==> src/rtl/bus_pkg.sv <==
// Shared definitions for the core/loader memory + GPIO bus: widths, arbiter states,
// and the access-size option codes understood by Core and Memory.
package bus_pkg;

    localparam int unsigned BUS_AW = 32;
    localparam int unsigned BUS_DW = 32;

    typedef enum logic [1:0] {
        StIdle = 2'd0,
        StBusy = 2'd1,
        StDone = 2'd2
    } bus_state_e;

    localparam logic [2:0] OptByte  = 3'b000;
    localparam logic [2:0] OptHalf  = 3'b001;
    localparam logic [2:0] OptWord  = 3'b010;
    localparam logic [2:0] OptByteU = 3'b100;
    localparam logic [2:0] OptHalfU = 3'b101;

endpackage

==> src/rtl/arb_rr2.sv <==
// Two-requester picker: fixed priority to requester 0, or round-robin where the
// requester granted last loses a tie. Combinational; the caller owns the pointer.
module arb_rr2 (
    input  logic [1:0] req,
    input  logic       mode,
    input  logic       last,
    output logic [1:0] gnt
);

    always_comb begin
        gnt = req;
        if (req == 2'b11) begin
            gnt = (mode && !last) ? 2'b10 : 2'b01;
        end
    end

endmodule

==> src/rtl/bus_arbiter.sv <==
// Two-master, one-slave bus arbiter with a single outstanding access and a slave
// watchdog that completes a hung access with an error instead of stalling the master.
module bus_arbiter
    import bus_pkg::*;
#(
    parameter int unsigned          PRIORITY_MODE  = 0,
    parameter int unsigned          TIMEOUT_CYCLES = 255,
    parameter logic [BUS_DW-1:0]    ERROR_DATA     = 32'h0000_0000
) (
    input  logic              clk,
    input  logic              rst_n,
    input  logic              m0_read,
    input  logic              m0_write,
    input  logic [2:0]        m0_option,
    input  logic [BUS_AW-1:0] m0_address,
    input  logic [BUS_DW-1:0] m0_write_data,
    output logic [BUS_DW-1:0] m0_read_data,
    output logic              m0_response,
    output logic              m0_error,
    input  logic              m1_read,
    input  logic              m1_write,
    input  logic [2:0]        m1_option,
    input  logic [BUS_AW-1:0] m1_address,
    input  logic [BUS_DW-1:0] m1_write_data,
    output logic [BUS_DW-1:0] m1_read_data,
    output logic              m1_response,
    output logic              m1_error,
    output logic              s_read,
    output logic              s_write,
    output logic [2:0]        s_option,
    output logic [BUS_AW-1:0] s_address,
    output logic [BUS_DW-1:0] s_write_data,
    input  logic [BUS_DW-1:0] s_read_data,
    input  logic              s_response,
    output logic [1:0]        grant
);

    localparam int unsigned CntW = (TIMEOUT_CYCLES == 0) ? 1 : $clog2(TIMEOUT_CYCLES + 1);
    localparam logic [CntW-1:0] CntLast =
        CntW'((TIMEOUT_CYCLES == 0) ? 0 : TIMEOUT_CYCLES - 1);
    localparam logic RrMode = (PRIORITY_MODE != 0);

    bus_state_e               state_q, state_d;
    logic                     last_q, last_d;
    logic [CntW-1:0]          cnt_q, cnt_d;
    logic [1:0]               grant_q, grant_d;
    logic                     s_read_q, s_read_d, s_write_q, s_write_d;
    logic [2:0]               s_option_q, s_option_d;
    logic [BUS_AW-1:0]        s_address_q, s_address_d;
    logic [BUS_DW-1:0]        s_write_data_q, s_write_data_d;
    logic [1:0]               resp_q, resp_d, err_q, err_d;
    logic [1:0][BUS_DW-1:0]   rdata_q, rdata_d;
    logic [1:0]               req, pick;
    logic                     owner, timeout;

    assign req     = {m1_read | m1_write, m0_read | m0_write};
    assign owner   = grant_q[1];
    assign timeout = (TIMEOUT_CYCLES != 0) && (cnt_q == CntLast);

    arb_rr2 u_pick (
        .req  (req),
        .mode (RrMode),
        .last (last_q),
        .gnt  (pick)
    );

    always_comb begin
        state_d        = state_q;
        last_d         = last_q;
        cnt_d          = cnt_q;
        grant_d        = grant_q;
        s_read_d       = s_read_q;
        s_write_d      = s_write_q;
        s_option_d     = s_option_q;
        s_address_d    = s_address_q;
        s_write_data_d = s_write_data_q;
        resp_d         = '0;
        err_d          = '0;
        rdata_d        = '0;

        case (state_q)
            StIdle: begin
                grant_d = '0;
                if (|req) begin
                    state_d = StBusy;
                    grant_d = pick;
                    last_d  = pick[1];
                    cnt_d   = '0;
                    // Read and write together is treated as a write.
                    if (pick[1]) begin
                        s_write_d      = m1_write;
                        s_read_d       = m1_read & ~m1_write;
                        s_option_d     = m1_option;
                        s_address_d    = m1_address;
                        s_write_data_d = m1_write_data;
                    end else begin
                        s_write_d      = m0_write;
                        s_read_d       = m0_read & ~m0_write;
                        s_option_d     = m0_option;
                        s_address_d    = m0_address;
                        s_write_data_d = m0_write_data;
                    end
                end
            end
            StBusy: begin
                if (s_response || timeout) begin
                    state_d   = StDone;
                    s_read_d  = 1'b0;
                    s_write_d = 1'b0;
                    resp_d    = grant_q;
                    err_d     = s_response ? 2'b00 : grant_q;
                    if (s_read_q) begin
                        rdata_d[owner] = s_response ? s_read_data : ERROR_DATA;
                    end
                end else begin
                    cnt_d = cnt_q + CntW'(1);
                end
            end
            StDone: begin
                state_d = StIdle;
                grant_d = '0;
            end
            default: begin
                state_d = StIdle;
                grant_d = '0;
            end
        endcase
    end

    always_ff @(posedge clk) begin
        if (!rst_n) begin
            state_q        <= StIdle;
            last_q         <= 1'b1;
            cnt_q          <= '0;
            grant_q        <= '0;
            s_read_q       <= 1'b0;
            s_write_q      <= 1'b0;
            s_option_q     <= '0;
            s_address_q    <= '0;
            s_write_data_q <= '0;
            resp_q         <= '0;
            err_q          <= '0;
            rdata_q        <= '0;
        end else begin
            state_q        <= state_d;
            last_q         <= last_d;
            cnt_q          <= cnt_d;
            grant_q        <= grant_d;
            s_read_q       <= s_read_d;
            s_write_q      <= s_write_d;
            s_option_q     <= s_option_d;
            s_address_q    <= s_address_d;
            s_write_data_q <= s_write_data_d;
            resp_q         <= resp_d;
            err_q          <= err_d;
            rdata_q        <= rdata_d;
        end
    end

    assign m0_response  = resp_q[0];
    assign m1_response  = resp_q[1];
    assign m0_error     = err_q[0];
    assign m1_error     = err_q[1];
    assign m0_read_data = rdata_q[0];
    assign m1_read_data = rdata_q[1];
    assign s_read       = s_read_q;
    assign s_write      = s_write_q;
    assign s_option     = s_option_q;
    assign s_address    = s_address_q;
    assign s_write_data = s_write_data_q;
    assign grant        = grant_q;

endmodule

==> config.mk <==
export PLATFORM = sky130hd
export DESIGN_NAME = bus_arbiter
export DESIGN_NICKNAME = d
export VERILOG_FILES = /design/src/rtl/bus_pkg.sv /design/src/rtl/arb_rr2.sv /design/src/rtl/bus_arbiter.sv
export SDC_FILE = /design/constraint.sdc
export NUM_CORES = 1
export LEC_CHECK = 0
export CAP_MARGIN = 20
export CORE_MARGIN = 2
export CORE_UTILIZATION = 38
export DETAILED_ROUTE_END_ITERATION = 16
export GPL_TIMING_DRIVEN = 0
export PLACE_DENSITY = 0.8
export SLEW_MARGIN = 30
export SYNTH_ARGS = -nofsm -noshare
export SYNTH_HDL_FRONTEND = slang
export SYNTH_SLANG_ARGS = --single-unit
==> constraint.sdc <==
create_clock -name clk -period 1.8 [get_ports clk]
set_input_delay 0.27 -clock clk [delete_from_list [all_inputs] [get_ports clk]]
set_output_delay 0.27 -clock clk [all_outputs]
set_load 0.03 [all_outputs]
==> Yosys cells after proc, flatten, opt, wreduce, memory -nomap -nowiden <==
Index checks and enable logic that the tools add are counted.
Widths: inputs -> output; s select.
{ "word_totals": {"wordCells": 65, "latchBits": 0, "ram_bits": 0, "register_bits": 149, "romBits": 0, "n_memories": 0} }
{ "op_classes": {"n_mux": 22, "shifts": 0, "div": 0, "n_lt_le_gt_ge": 2, "reduce_logical": 12, "n_addsub": 1, "bitwise_logic": 10, "n_eq_ne": 6, "mul": 0} }
{ "ops": {"columns": ["cell", "n"], "rows": [
  ["$mux 32", 4],
  ["$and 64x64->64", 1],
  ["$demux 32 s1", 1],
  ["$mux 8", 2],
  ["$pmux 8 s2", 1],
  ["$reduce_and 3->1", 3],
  ["$add 8x1->8 const B", 1],
  ["$eq 8x8->1 const B", 1],
  ["$mux 2", 4],
  ["$pmux 2 s2", 2],
  ["$ne 2x2->1 const B", 3],
  ["$mux 1", 5],
  ["$not 1->1", 5],
  ["$pmux 1 s2", 2],
  ["$reduce_and 2->1", 2],
  ["$reduce_and 4->1", 1],
  ["$reduce_or 4->1", 1],
  ["$mux 3", 1],
  ["$and 1x1->1", 2],
  ["$eq 2x1->1 const B", 1],
  ["$eq 2x2->1 const B", 1],
  ["$logic_not 2->1", 1],
  ["$lt 1x2->1 const B", 1],
  ["$or 1x1->1", 2],
  ["5 further kinds", 5]
]} }

==> Longest topological paths before layout <==
Gate-level depths: netlist (run 1).
{ "depth": {"word_depth": 6, "depth_mapped": 7, "depth_no_buf": 6} }

==> By module <==
Synthesis (run 1) repeated with hierarchy kept, for this count alone.
{ "unflattened": {"hier_cells": 573, "area_unflattened_um2": 5703.0} }
{ "by_module_without_submodules": {"columns": ["module", "n_inst", "seq_area_each_um2", "cells_each", "area_each_um2"], "rows": [
  ["bus_arbiter", 1, 3002.9, 569, 5672.9],
  ["arb_rr2", 1, 0.0, 4, 30.0]
]} }

==> Worst setup path after synthesis (run 1) <==
OpenSTA, ideal clock, no wires.
{ "synth_path": {"path_type": "register to register", "startpoint": "register cnt_q[0]", "endpoint": "register cnt_q[5]", "path_buffers": 0, "path_stages_with_launch": 7, "setup_slack_ns": 0.319, "required_ns": 1.726, "arrival_time_ns": 1.407, "path_cell_list": "dfxtp_1 inv_1 ha_1 nand3_1 o21ai_2 or4_1 a31oi_1"} }
{ "synth_via": {"elab_chain_cells": 4} }
{ "synth_rtl": {"columns": ["item", "line_no", "rtl"], "rows": [
  ["from (decl)", "bus_arbiter.sv:45", "logic [CntW-1:0] cnt_q, cnt_d;"],
  ["from (signal assigned)", "bus_arbiter.sv:147", "cnt_q <= cnt_d;"],
  ["parallel branches: the longest is 4 deep, another holds $add 8x1->8", null, null]
]} }
Parallel ways; which one is timed is not known. The select of a mux whose other input is x is not followed.
A chain may end at the register's enable or synchronous reset.

==> Final worst setup path (run 1) <==
{ "layout_path": {"startpoint": "register s_address_q[16] (netlist: s_address[16])", "endpoint": "output port s_address[16]"} }
{ "layout_lines": {"columns": ["item", "line_no", "rtl"], "rows": [
  ["from (decl)", "bus_arbiter.sv:49", "logic [BUS_AW-1:0] s_address_q, s_address_d;"],
  ["from (signal assigned)", "bus_arbiter.sv:152", "s_address_q <= s_address_d;"],
  ["to (decl)", "bus_arbiter.sv:31", "output logic [BUS_AW-1:0] s_address,"]
]} }
No word-level cell between the ends.

==> results of run 1 <==
[flip-flops by register name, indices dropped and copies added (netlist names)]
signal / flops
m0_read_data: 32
m1_read_data: 32
s_address: 32
s_write_data: 32
cnt_q: 8
s_option: 3
err_q: 2
grant: 2
resp_q: 2
state_q: 2
s_read: 1
s_write: 1
[layer usage]
| metal | up-vias | GRT usage (%) | share of wire [%] |
|---|---|---|---|
| li1 | 2505 | - | - |
| met1 | 2277 | 22.7 | 37 |
| met2 | 225 | 40.3 | 52 |
| met3 | 24 | 6.73 | 8.8 |
| met4 | 0 | 7.58 | 1.9 |
| met5 | - | 0 | 0 |
[power by group through the flow]
stage | registers [uW] | logic, uW | clock network, uW
floorplan | 4050 | 519 | 0
global placement | 3670 | 1830 | 0
detailed placement | 3670 | 1850 | 0
CTS | 3600 | 1860 | 3500
global route | 3630 | 1970 | 3660
finish | 3600 | 1860 | 3440
[timing repair]
item / 4_1_cts / 5_1_grt
hold endpoints to repair: 0 / 0
hold buffers: 0 / 0
gates resized for setup: 3 / 21
setup endpoints to repair: 23 / 88
[worst paths after layout]
| kind | start | to | slack [ns] | cells past startpoint |
|---|---|---|---|---|
| worst max-delay path | s_address[16] | s_address[16] | 0.05 | 1 |
| worst min-delay path | s_read_data[17] | m1_read_data[17] | 0.44 | 2 |
| worst max register to register | state_q[1] | m1_read_data[28] | 0.14 | 5 |
| worst min register to register | s_address[31] | s_address[31] | 0.50 | 2 |
[cells by family after synthesis]
kind of cell | share of synthesized area [%]
adder cells (fa/ha/maj) | 0.456
AND/OR/NAND/NOR | 16.6
AO/OA/AOI/OAI | 12.0
multiplexers | 12.4
buffers and inverters | 4.11
flip-flops | 54.4
[stage by stage]
stage	std cells	power, uW
2_1_floorplan	528	4570
3_3_place_gp	1019	5490
3_5_place_dp	1019	5530
4_1_cts	1050	8970
5_1_grt	1050	9260
6_report	1050	8900
[synthesized netlist by cell type (all sizes together)]
| master | instances |
|---|---|
| o21ai | 3 |
| or4 | 1 |
| o31ai | 1 |
| nor4 | 3 |
| nand2b | 2 |
| o21ba | 1 |
| inv | 4 |
| o31a | 1 |
| ha | 2 |
| nand2 | 4 |
| and2b | 1 |
| o211a | 1 |
| buf | 23 |
| a31oi | 3 |
| dfxtp | 149 |
| and3b | 1 |
| nand4bb | 1 |
| o221a | 1 |
| nor2 | 76 |
| a211oi | 67 |
| o22ai | 1 |
| nand3 | 7 |
| mux2i | 68 |
| a21oi | 5 |
| nor3 | 4 |
| clkbuf | 17 |
| nor2b | 1 |
| nand4 | 3 |
| o211ai | 3 |
| or3 | 1 |
| o21a | 2 |
| and3 | 3 |
| nor3b | 2 |
| and2 | 66 |
[worst register-to-register path, stage by stage (launching register included)]
cell                       delay (ns)
sky130_fd_sc_hd__dfxtp_1         0.37
sky130_fd_sc_hd__and2b_1         0.32
sky130_fd_sc_hd__nand4_1         0.16
sky130_fd_sc_hd__nor2_1          0.31
sky130_fd_sc_hd__clkbuf_2        0.28
sky130_fd_sc_hd__and2_1          0.16
[layout make-up]
class	count	area [sq um]
fill	1091	4550
timing repair buffer	311	3110
sequential	149	2980
multi-input combinational	335	2290
clock buffer	20	457
buffer	40	225
tap	180	225
clock inverter	11	126
inverter	4	15.0
==> impl_metrics.yaml, run 1 <==
detailed_routing:
  route.final.wire_length_um: 17300
  antenna_violating_nets_post_route: 0
  detail_route.drc_violations: 0
  drt_pass1_iterations: 4
  drtIter0Drc: 197
  vias: 5031
  routedWlPerCell_um: 16.5
  viasPerCell: 4.79
grt:
  grt.total_usage_pct: 21.6
  globalRoute.totalOverflow: 0
  antenna_found_initial: 0
  grt_pass1_wl_um: 25100
  largest_net_degree_at_the_start_of_global_routing: 17
  first_global_vias: 4939
setup_path:
  critPathMaxStageDelay_ns: 0.70
  critical_path_required_ns: 1.53
  crit_type: "register to primary output"
  critical_path_at_ns: 1.48
  critical-path-slowest-cell: "sky130_fd_sc_hd__clkdlybuf4s50_1"
  path_max_fanout: 2
  crit_path_leading_delay_family: "buffers and inverters"
  critical_path_buf_inv_count: 1
  timing.critical_path.to_type: "primary output"
  critical_path_cell_by_cell: "clkdlybuf4s50_1"
  crit_path_start_kind: "register"
cts:
  clock_sink_count: 149
  post-cts-setup-buffer-count: 0
  max-clock-path-buffers: 2
  clk_transition_reported_paths_ns: 0.06
  clock_tree_from_tritoncts: "done"
  clockRootBuffer: "sky130_fd_sc_hd__clkbuf_16"
  clk-insertion-delay-late_ns: 0.41
  htreeDepth: 4
  total_clock_buffers_created_by_cts: 17
sta:
  finalCritPeriodShare_pct: 97.3
  hold_viol: 0
  max_slew_margin_pct: 67.3
  final_max_slew_viol_count: 0
  rsz0062_at_grt: "true"
  timing.setup.tns_ns: 0
  achievable-frequency_mhz: 571
  fin_worst_hold_slack_ns: 0.443
  tightest_slew_ns: 0.491
  timing.clock.skew_ns: 0.00794
  report.final.setup_viol: 0
  layout_min_cycle_time_ns: 1.75
  final.setup.worst_slack_ns: 0.0478
finish:
  layout_commonest_cell: "sky130_fd_sc_hd__clkdlybuf4s50_1"
  area_delta_synth_final_pct: 72.2
  highest_count_cells_in_the_layout_ignoring_fill_and_taps: "309 x sky130_fd_sc_hd__clkdlybuf4s50_1, 149 x sky130_fd_sc_hd__dfxtp_1, 74 x sky130_fd_sc_hd__nor2_1"
  final_core_utilization_pct: 67.5
  drive_gt1_share_pct: 7.82
  finish.instance_area_sq_um: 9440
  nets: 1033
  antenna-diode-count: 0
floorplanning:
  floorplan_core_area_sq_um: 14000
  chipHeight_um: 124
  fp.dieArea_sq_um: 15400
  ios: 312
  floorplan.rows: 43
  chipWidth_um: 124
  start_util_pct: 39.2
logic_synthesis:
  synth_nets: 703
  synth.yosys.seq_area_share_pct: 54.4
  synth_largest_area_cell: "sky130_fd_sc_hd__dfxtp_1"
  syn_area_per_cell_sq_um: 10.4
  ys_warns: 0
  seq_cells_post_synth: 149
  synth_cell_types: 39
  netlist.area_leader.share_pct: 54.4
  synth.cell_area_sq_um: 5480
  synthesis.instances: 528
  synthTopCellsByArea: "sky130_fd_sc_hd__dfxtp_1 54%, sky130_fd_sc_hd__mux2i_1 12%, sky130_fd_sc_hd__a211oi_1 9.2%"
power:
  power_frac_clock_pct: 38.7
  power.static_leakage_uw: 0.00363
  power.density_nw_per_um2: 943
  peakVddDrop_mv: 0.624
  total_switching_power_uw: 2400
  combinationalPowerShare_pct: 20.9
  switching_share_pct: 26.9
  power_frac_seq_pct: 40.5
  power.internal_uw: 6510
placed_design:
  placed_cell_area_sq_um: 8820
  place.port_buffers: 311
  place_worst_setup_slack_ns: -0.465
  final_hpwl_from_detailed_placement_um: 13700
  final_estimated_routing_congestion_in_global_placement: 0.842
outcome:
  run_status: "finished, final reports clean"
hold_path:
  worstHoldPathType: "input pin to register"
run:
  cap_violations: 0
Note: power is estimated with default switching activity, not from simulation.
==> run 2, diff against run 1 <==
Settings changed: CORE_UTILIZATION 38 to 39, GPL_TIMING_DRIVEN 0 to not set, PLACE_DENSITY 0.8 to 0.81, SYNTH_HIERARCHICAL set to 1.
==> run 2 against run 1 <==
Net effect: clock-buffer cell count shrank 3; sequential share of layout area shrank 0.70 points; first-iteration DRC count shrank 15%; utilization shrank 0.10 points; critical path depth is the same; clock skew is essentially flat; worst hold slack lost 0.095 ns; sequential cell count grew 1; power grew 2.1%; via count grew 5.4%.
==> impl_metrics.yaml, run 2 <==
detailed_routing:
  top_layer: "met4"
  routedWlPerCell_um: 15.8
  antenna_violating_nets_post_route: 0
  met2WireLength_um: 8440
  viasPerCell: 4.90
  drtIter0Drc: 168
  vias: 5303
  m1WireLength_um: 7110
  detail_route.drc_violations: 0
  drt_pass1_iterations: 4
  route.final.wire_length_um: 17100
  total_length_of_routed_met3_wires_um: 1180
logic_synthesis:
  seq_cells_post_synth: 150
  synthTopCellsByArea: "sky130_fd_sc_hd__dfxtp_1 53%, sky130_fd_sc_hd__mux2i_1 12%, sky130_fd_sc_hd__o211a_1 12%"
  ys_warns: 6
  synthesis.instances: 573
  leading_cell_types_by_count_after_synthesis: "150 x sky130_fd_sc_hd__dfxtp_1, 108 x sky130_fd_sc_hd__nand2_1, 68 x sky130_fd_sc_hd__mux2i_1, 68 x sky130_fd_sc_hd__nor2_1, 68 x sky130_fd_sc_hd__o211a_1"
  syn_area_per_cell_sq_um: 9.95
  netlist.area_leader.share_pct: 52.7
  synth_flop_cell: "sky130_fd_sc_hd__dfxtp_1"
  synth.yosys.seq_area_share_pct: 52.7
  synth-async-reset-ratio_pct: 0
  synth.cell_area_sq_um: 5700
  synth_nets: 748
  count_of_flip_flops_with_a_built_in_enable_after_synthesis: 0
  synth_largest_area_cell: "sky130_fd_sc_hd__dfxtp_1"
  synth_cell_types: 43
  post-synth-top-count-cell: "sky130_fd_sc_hd__dfxtp_1"
floorplanning:
  floorplan_core_area_sq_um: 14400
  fp.dieArea_sq_um: 15600
  chipHeight_um: 125
  start_util_pct: 39.5
  floorplan.rows: 44
  ios: 312
  chipWidth_um: 125
grt:
  first_global_vias: 5144
  globalRoute.totalOverflow: 0
  grt.total_usage_pct: 21.4
  grt_pass1_wl_um: 26600
  antenna_found_initial: 0
  largest_net_degree_at_the_start_of_global_routing: 100
sta:
  achievable-frequency_mhz: 566
  final_max_slew_viol_count: 0
  final.setup.worst_slack_ns: 0.0318
  report.final.setup_viol: 0
  timing.clock.skew_ns: 0.00797
  layout_min_cycle_time_ns: 1.77
  hold_viol: 0
  finalCritPeriodShare_pct: 98.2
  fin_worst_hold_slack_ns: 0.347
  rsz0062_at_grt: "true"
setup_path:
  critical_path_cell_by_cell: "clkdlybuf4s50_1"
  timing.critical_path.to_type: "primary output"
  crit_path_start_kind: "register"
  path_max_fanout: 2
  critical_path_at_ns: 1.50
  r2r_slack_ns: 0.25
  critical_path_buf_inv_count: 1
  critical_path_required_ns: 1.53
  critPathMaxStageDelay_ns: 0.71
  critical-path-slowest-cell: "sky130_fd_sc_hd__clkdlybuf4s50_1"
  crit_path_leading_delay_family: "buffers and inverters"
  crit_type: "register to primary output"
cts:
  clk_transition_reported_paths_ns: 0.06
  max-clock-path-buffers: 2
  clk-insertion-delay-late_ns: 0.42
  clock_tree_from_tritoncts: "done"
  htreeDepth: 4
  total_clock_buffers_created_by_cts: 17
  cts_hold_buf: 0
  clockRootBuffer: "sky130_fd_sc_hd__clkbuf_16"
  clock_sink_count: 150
placed_design:
  place_worst_setup_slack_ns: -0.312
  final_estimated_routing_congestion_in_global_placement: 0.807
  dp.cells: 1049
  place.port_buffers: 311
  final_hpwl_from_detailed_placement_um: 12800
power:
  total_power_uw: 9090
  power.density_nw_per_um2: 935
  power.static_leakage_uw: 0.00436
  peakVddDrop_mv: 0.566
finish:
  fillers: 1105
  layout_commonest_cell: "sky130_fd_sc_hd__clkdlybuf4s50_1"
  antenna-diode-count: 0
  highest_count_cells_in_the_layout_ignoring_fill_and_taps: "307 x sky130_fd_sc_hd__clkdlybuf4s50_1, 150 x sky130_fd_sc_hd__dfxtp_1, 108 x sky130_fd_sc_hd__nand2_1"
  register_area_sq_um: 3000
  nets: 1061
  non_filler_cells_in_the_finished_layout: 1083
  drive_gt1_share_pct: 8.45
  area_delta_synth_final_pct: 70.4
  area_of_combinational_cells_with_multiple_inputs_sq_um: 2500
run:
  cap_violations: 0
hold_path:
  worstHoldPathType: "input pin to register"
outcome:
  run_status: "finished, final reports clean"
run 2: cell count changes in the layout (fill, tap and decap cells not counted), moves of 7 or more:
cell	change
sky130_fd_sc_hd__nand2_1	+104
sky130_fd_sc_hd__o211a_1	+67
sky130_fd_sc_hd__a211oi_1	-66
sky130_fd_sc_hd__and2_1	-65
sky130_fd_sc_hd__buf_4	+16
sky130_fd_sc_hd__buf_2	-12
sky130_fd_sc_hd__clkbuf_1	-10
sky130_fd_sc_hd__clkbuf_2	-8
sky130_fd_sc_hd__buf_12	+7
run 2: path summary, 6_finish.rpt:
path,start,to,depth (start not counted)
hold / removal,rst_n,last_q,3
hold reg to reg,s_write,s_write,2
setup reg to reg,cnt_q[0],cnt_q[5],6
setup / recovery,s_address[16],s_address[16],1
run 2: timing repair:
| item | 4_1_cts | 5_1_grt |
|---|---|---|
| cloned | 0 | 0 |
| setup endpoints to repair | 2 | 2 |
| pin swaps | 0 | 1 |
| setup buffers | 0 | 2 |
| gates resized for setup | 2 | 4 |
run 2: per-stage QoR:
step	cell area [sq um]	TNS (ns)	utilization (%)
2_1_floorplan	5700	0	-
6_report	9720	0	67.4
5_1_grt	9720	-0.0204	67.4
4_1_cts	9680	0	67.1
3_3_place_gp	9110	-17.89	63.1
3_5_place_dp	9110	-20.09	63.1
run 2: area by class of cell:
class / instances / area share [%]
Sequential cell: 150 / 30.9
Multi-Input combinational cell: 376 / 25.8
Timing Repair Buffer: 338 / 35.0
Inverter: 3 / 0.116
Tap cell: 184 / 2.37
Clock buffer: 17 / 4.38
Clock inverter: 15 / 1.49
run 2: cell families (layout without fill, tap and decap cells):
family / after synthesis / in the layout / share of synthesized area, %
buf+inv: 47 / 373 / 3.86
mux: 69 / 69 / 12.1
simple gates: 217 / 217 / 16.3
other cells: 1 / 1 / 0.0658
fa+ha+maj: 2 / 2 / 0.439
flops: 150 / 150 / 52.7
compound gates: 87 / 87 / 14.5
run 2: worst register-to-register path: stages (launching register included):
cell and delay, ns:
sky130_fd_sc_hd__dfxtp_1 0.41, sky130_fd_sc_hd__inv_1 0.07, sky130_fd_sc_hd__ha_1 0.19, sky130_fd_sc_hd__nand3_1 0.12, sky130_fd_sc_hd__o21ai_2 0.10, sky130_fd_sc_hd__and2_4 0.20, sky130_fd_sc_hd__a311o_1 0.35
run 2: report_power, final:
part / switching (uW) / total (uW) / leakage, uW / internal (uW)
combinational: 1010 / 2040 / 0.00286 / 1030
sequential: 119 / 3650 / 0.00123 / 3530
clock: 1470 / 3400 / 0.000270 / 1930
total: 2600 / 9090 / 0.00436 / 6490
run 2: per-layer routing:
metal,up-vias,GRT usage (%)
li1,2602,-
met1,2447,25.1
met2,226,37.3
met3,28,5.71
met4,0,8.37
met5,-,0
==> run 3, diff against run 2 <==
Settings changed: CTS_CLUSTER_SIZE set to 10, MAX_ROUTING_LAYER set to met4, TNS_END_PERCENT set to 1.
==> run 3 against run 2 <==
Net effect: die area unchanged; clock power about the same; routed wire length increased by 0.30%; global-route usage increased by 0.65 points; first-iteration DRC count increased by 18%; combinational power about the same; utilization unchanged; non-clock buffer count unchanged; cell area unchanged; final cell count unchanged; worst hold slack improved by 0.0016 ns.
==> impl_metrics.yaml, run 3 (same netlist as run 2, synthesis figures left out) <==
outcome:
  run_status: "finished, final reports clean"
placed_design:
  place.port_buffers: 311
  final_hpwl_from_detailed_placement_um: 12800
  final_estimated_routing_congestion_in_global_placement: 0.818
sta:
  layout_min_cycle_time_ns: 1.76
  achievable-frequency_mhz: 568
  timing.setup.tns_ns: 0
  finalCritPeriodShare_pct: 97.8
  hold_viol: 0
  timing.clock.skew_ns: 0.00774
  rsz0062_at_grt: "true"
  fin_worst_hold_slack_ns: 0.349
  final_max_slew_viol_count: 0
  report.final.setup_viol: 0
cts:
  clk-insertion-delay-late_ns: 0.42
  cts_hold_buf: 0
  clock_sink_count: 150
  htreeDepth: 4
  clk_transition_reported_paths_ns: 0.06
  max-clock-path-buffers: 2
  total_clock_buffers_created_by_cts: 17
  clockRootBuffer: "sky130_fd_sc_hd__clkbuf_16"
  clock_tree_from_tritoncts: "done"
detailed_routing:
  viasPerCell: 4.93
  route.final.wire_length_um: 17200
  routedWlPerCell_um: 15.9
  drtIter0Drc: 198
  vias: 5341
  drt_pass1_iterations: 4
  antenna_violating_nets_post_route: 0
  detail_route.drc_violations: 0
power:
  power.static_leakage_uw: 0.00436
  peakVddDrop_mv: 0.567
  power.density_nw_per_um2: 936
floorplanning:
  floorplan_core_area_sq_um: 14400
  fp.dieArea_sq_um: 15600
  floorplan.rows: 44
  start_util_pct: 39.5
  chipHeight_um: 125
  ios: 312
  chipWidth_um: 125
finish:
  area_delta_synth_final_pct: 70.4
  antenna-diode-count: 0
  layout_commonest_cell: "sky130_fd_sc_hd__clkdlybuf4s50_1"
  highest_count_cells_in_the_layout_ignoring_fill_and_taps: "307 x sky130_fd_sc_hd__clkdlybuf4s50_1, 150 x sky130_fd_sc_hd__dfxtp_1, 108 x sky130_fd_sc_hd__nand2_1"
  nets: 1061
  drive_gt1_share_pct: 8.45
setup_path:
  critical_path_buf_inv_count: 1
  timing.critical_path.to_type: "primary output"
  crit_type: "register to primary output"
  critical_path_required_ns: 1.53
  crit_path_leading_delay_family: "buffers and inverters"
  critical-path-slowest-cell: "sky130_fd_sc_hd__clkdlybuf4s50_1"
  path_max_fanout: 2
  critical_path_at_ns: 1.49
  critical_path_cell_by_cell: "clkdlybuf4s50_1"
  crit_path_start_kind: "register"
  critPathMaxStageDelay_ns: 0.71
hold_path:
  worstHoldPathType: "input pin to register"
grt:
  first_global_vias: 5168
  globalRoute.totalOverflow: 0
  grt_pass1_wl_um: 26600
  grt.total_usage_pct: 22.0
  largest_net_degree_at_the_start_of_global_routing: 100
  antenna_found_initial: 0
run:
  cap_violations: 0
[run 3: cell counts in the layout (fill, tap and decap cells not counted)]
Identical to the previous run, type by type.
[run 3: cell type report]
class	instances	area [sq um]
fill	1105	4710
timing repair buffer	338	3400
sequential	150	3000
multi-input combinational	376	2500
clock buffer	17	425
tap	184	230
clock inverter	15	145
inverter	3	11.3
[run 3: path summary, 6_finish.rpt]
path / start / endpoint / slack, ns / cells after the start
setup / recovery: s_address[16] / s_address[16] / 0.04 / 1
hold / removal: rst_n / last_q / 0.35 / 3
setup reg to reg: cnt_q[0] / cnt_q[5] / 0.25 / 6
hold reg to reg: s_write / s_write / 0.49 / 2
[run 3: repair_timing]
item                                    4_1_cts  5_1_grt
pin swaps                                     0        1
endpoints found under the setup margin        2        2
setup buffers                                 0        2
resized for setup                             2        4
[run 3: layer usage]
layer	part of all wire [%]	track usage [%]	vias up
met1	42	25.2	2469
met3	6.8	5.63	30
met4	2.7	8.37	0
li1	-	-	2604
met2	49	37.3	238
met5	0	-	-
[run 3: metrics by stage]
stage                     setup slack (ns)  utilization, %  instance area (sq um)  cells  total power, uW
after floorplan                     0.0723               -                   5700    573             4760
after global placement              -0.286            63.1                   9110   1049             5730
after detailed placement            -0.312            63.1                   9110   1049             5750
after CTS                           0.0101            67.1                   9680   1081             9150
after global routing               -0.0121            67.4                   9720   1083             9420
final                               0.0388            67.4                   9720   1083             9090
[run 3: report_power, final]
part | switching (uW) | internal [uW] | leakage [uW]
logic | 1010 | 1030 | 0.00286
registers | 118 | 3530 | 0.00123
clock network | 1470 | 1930 | 0.000270
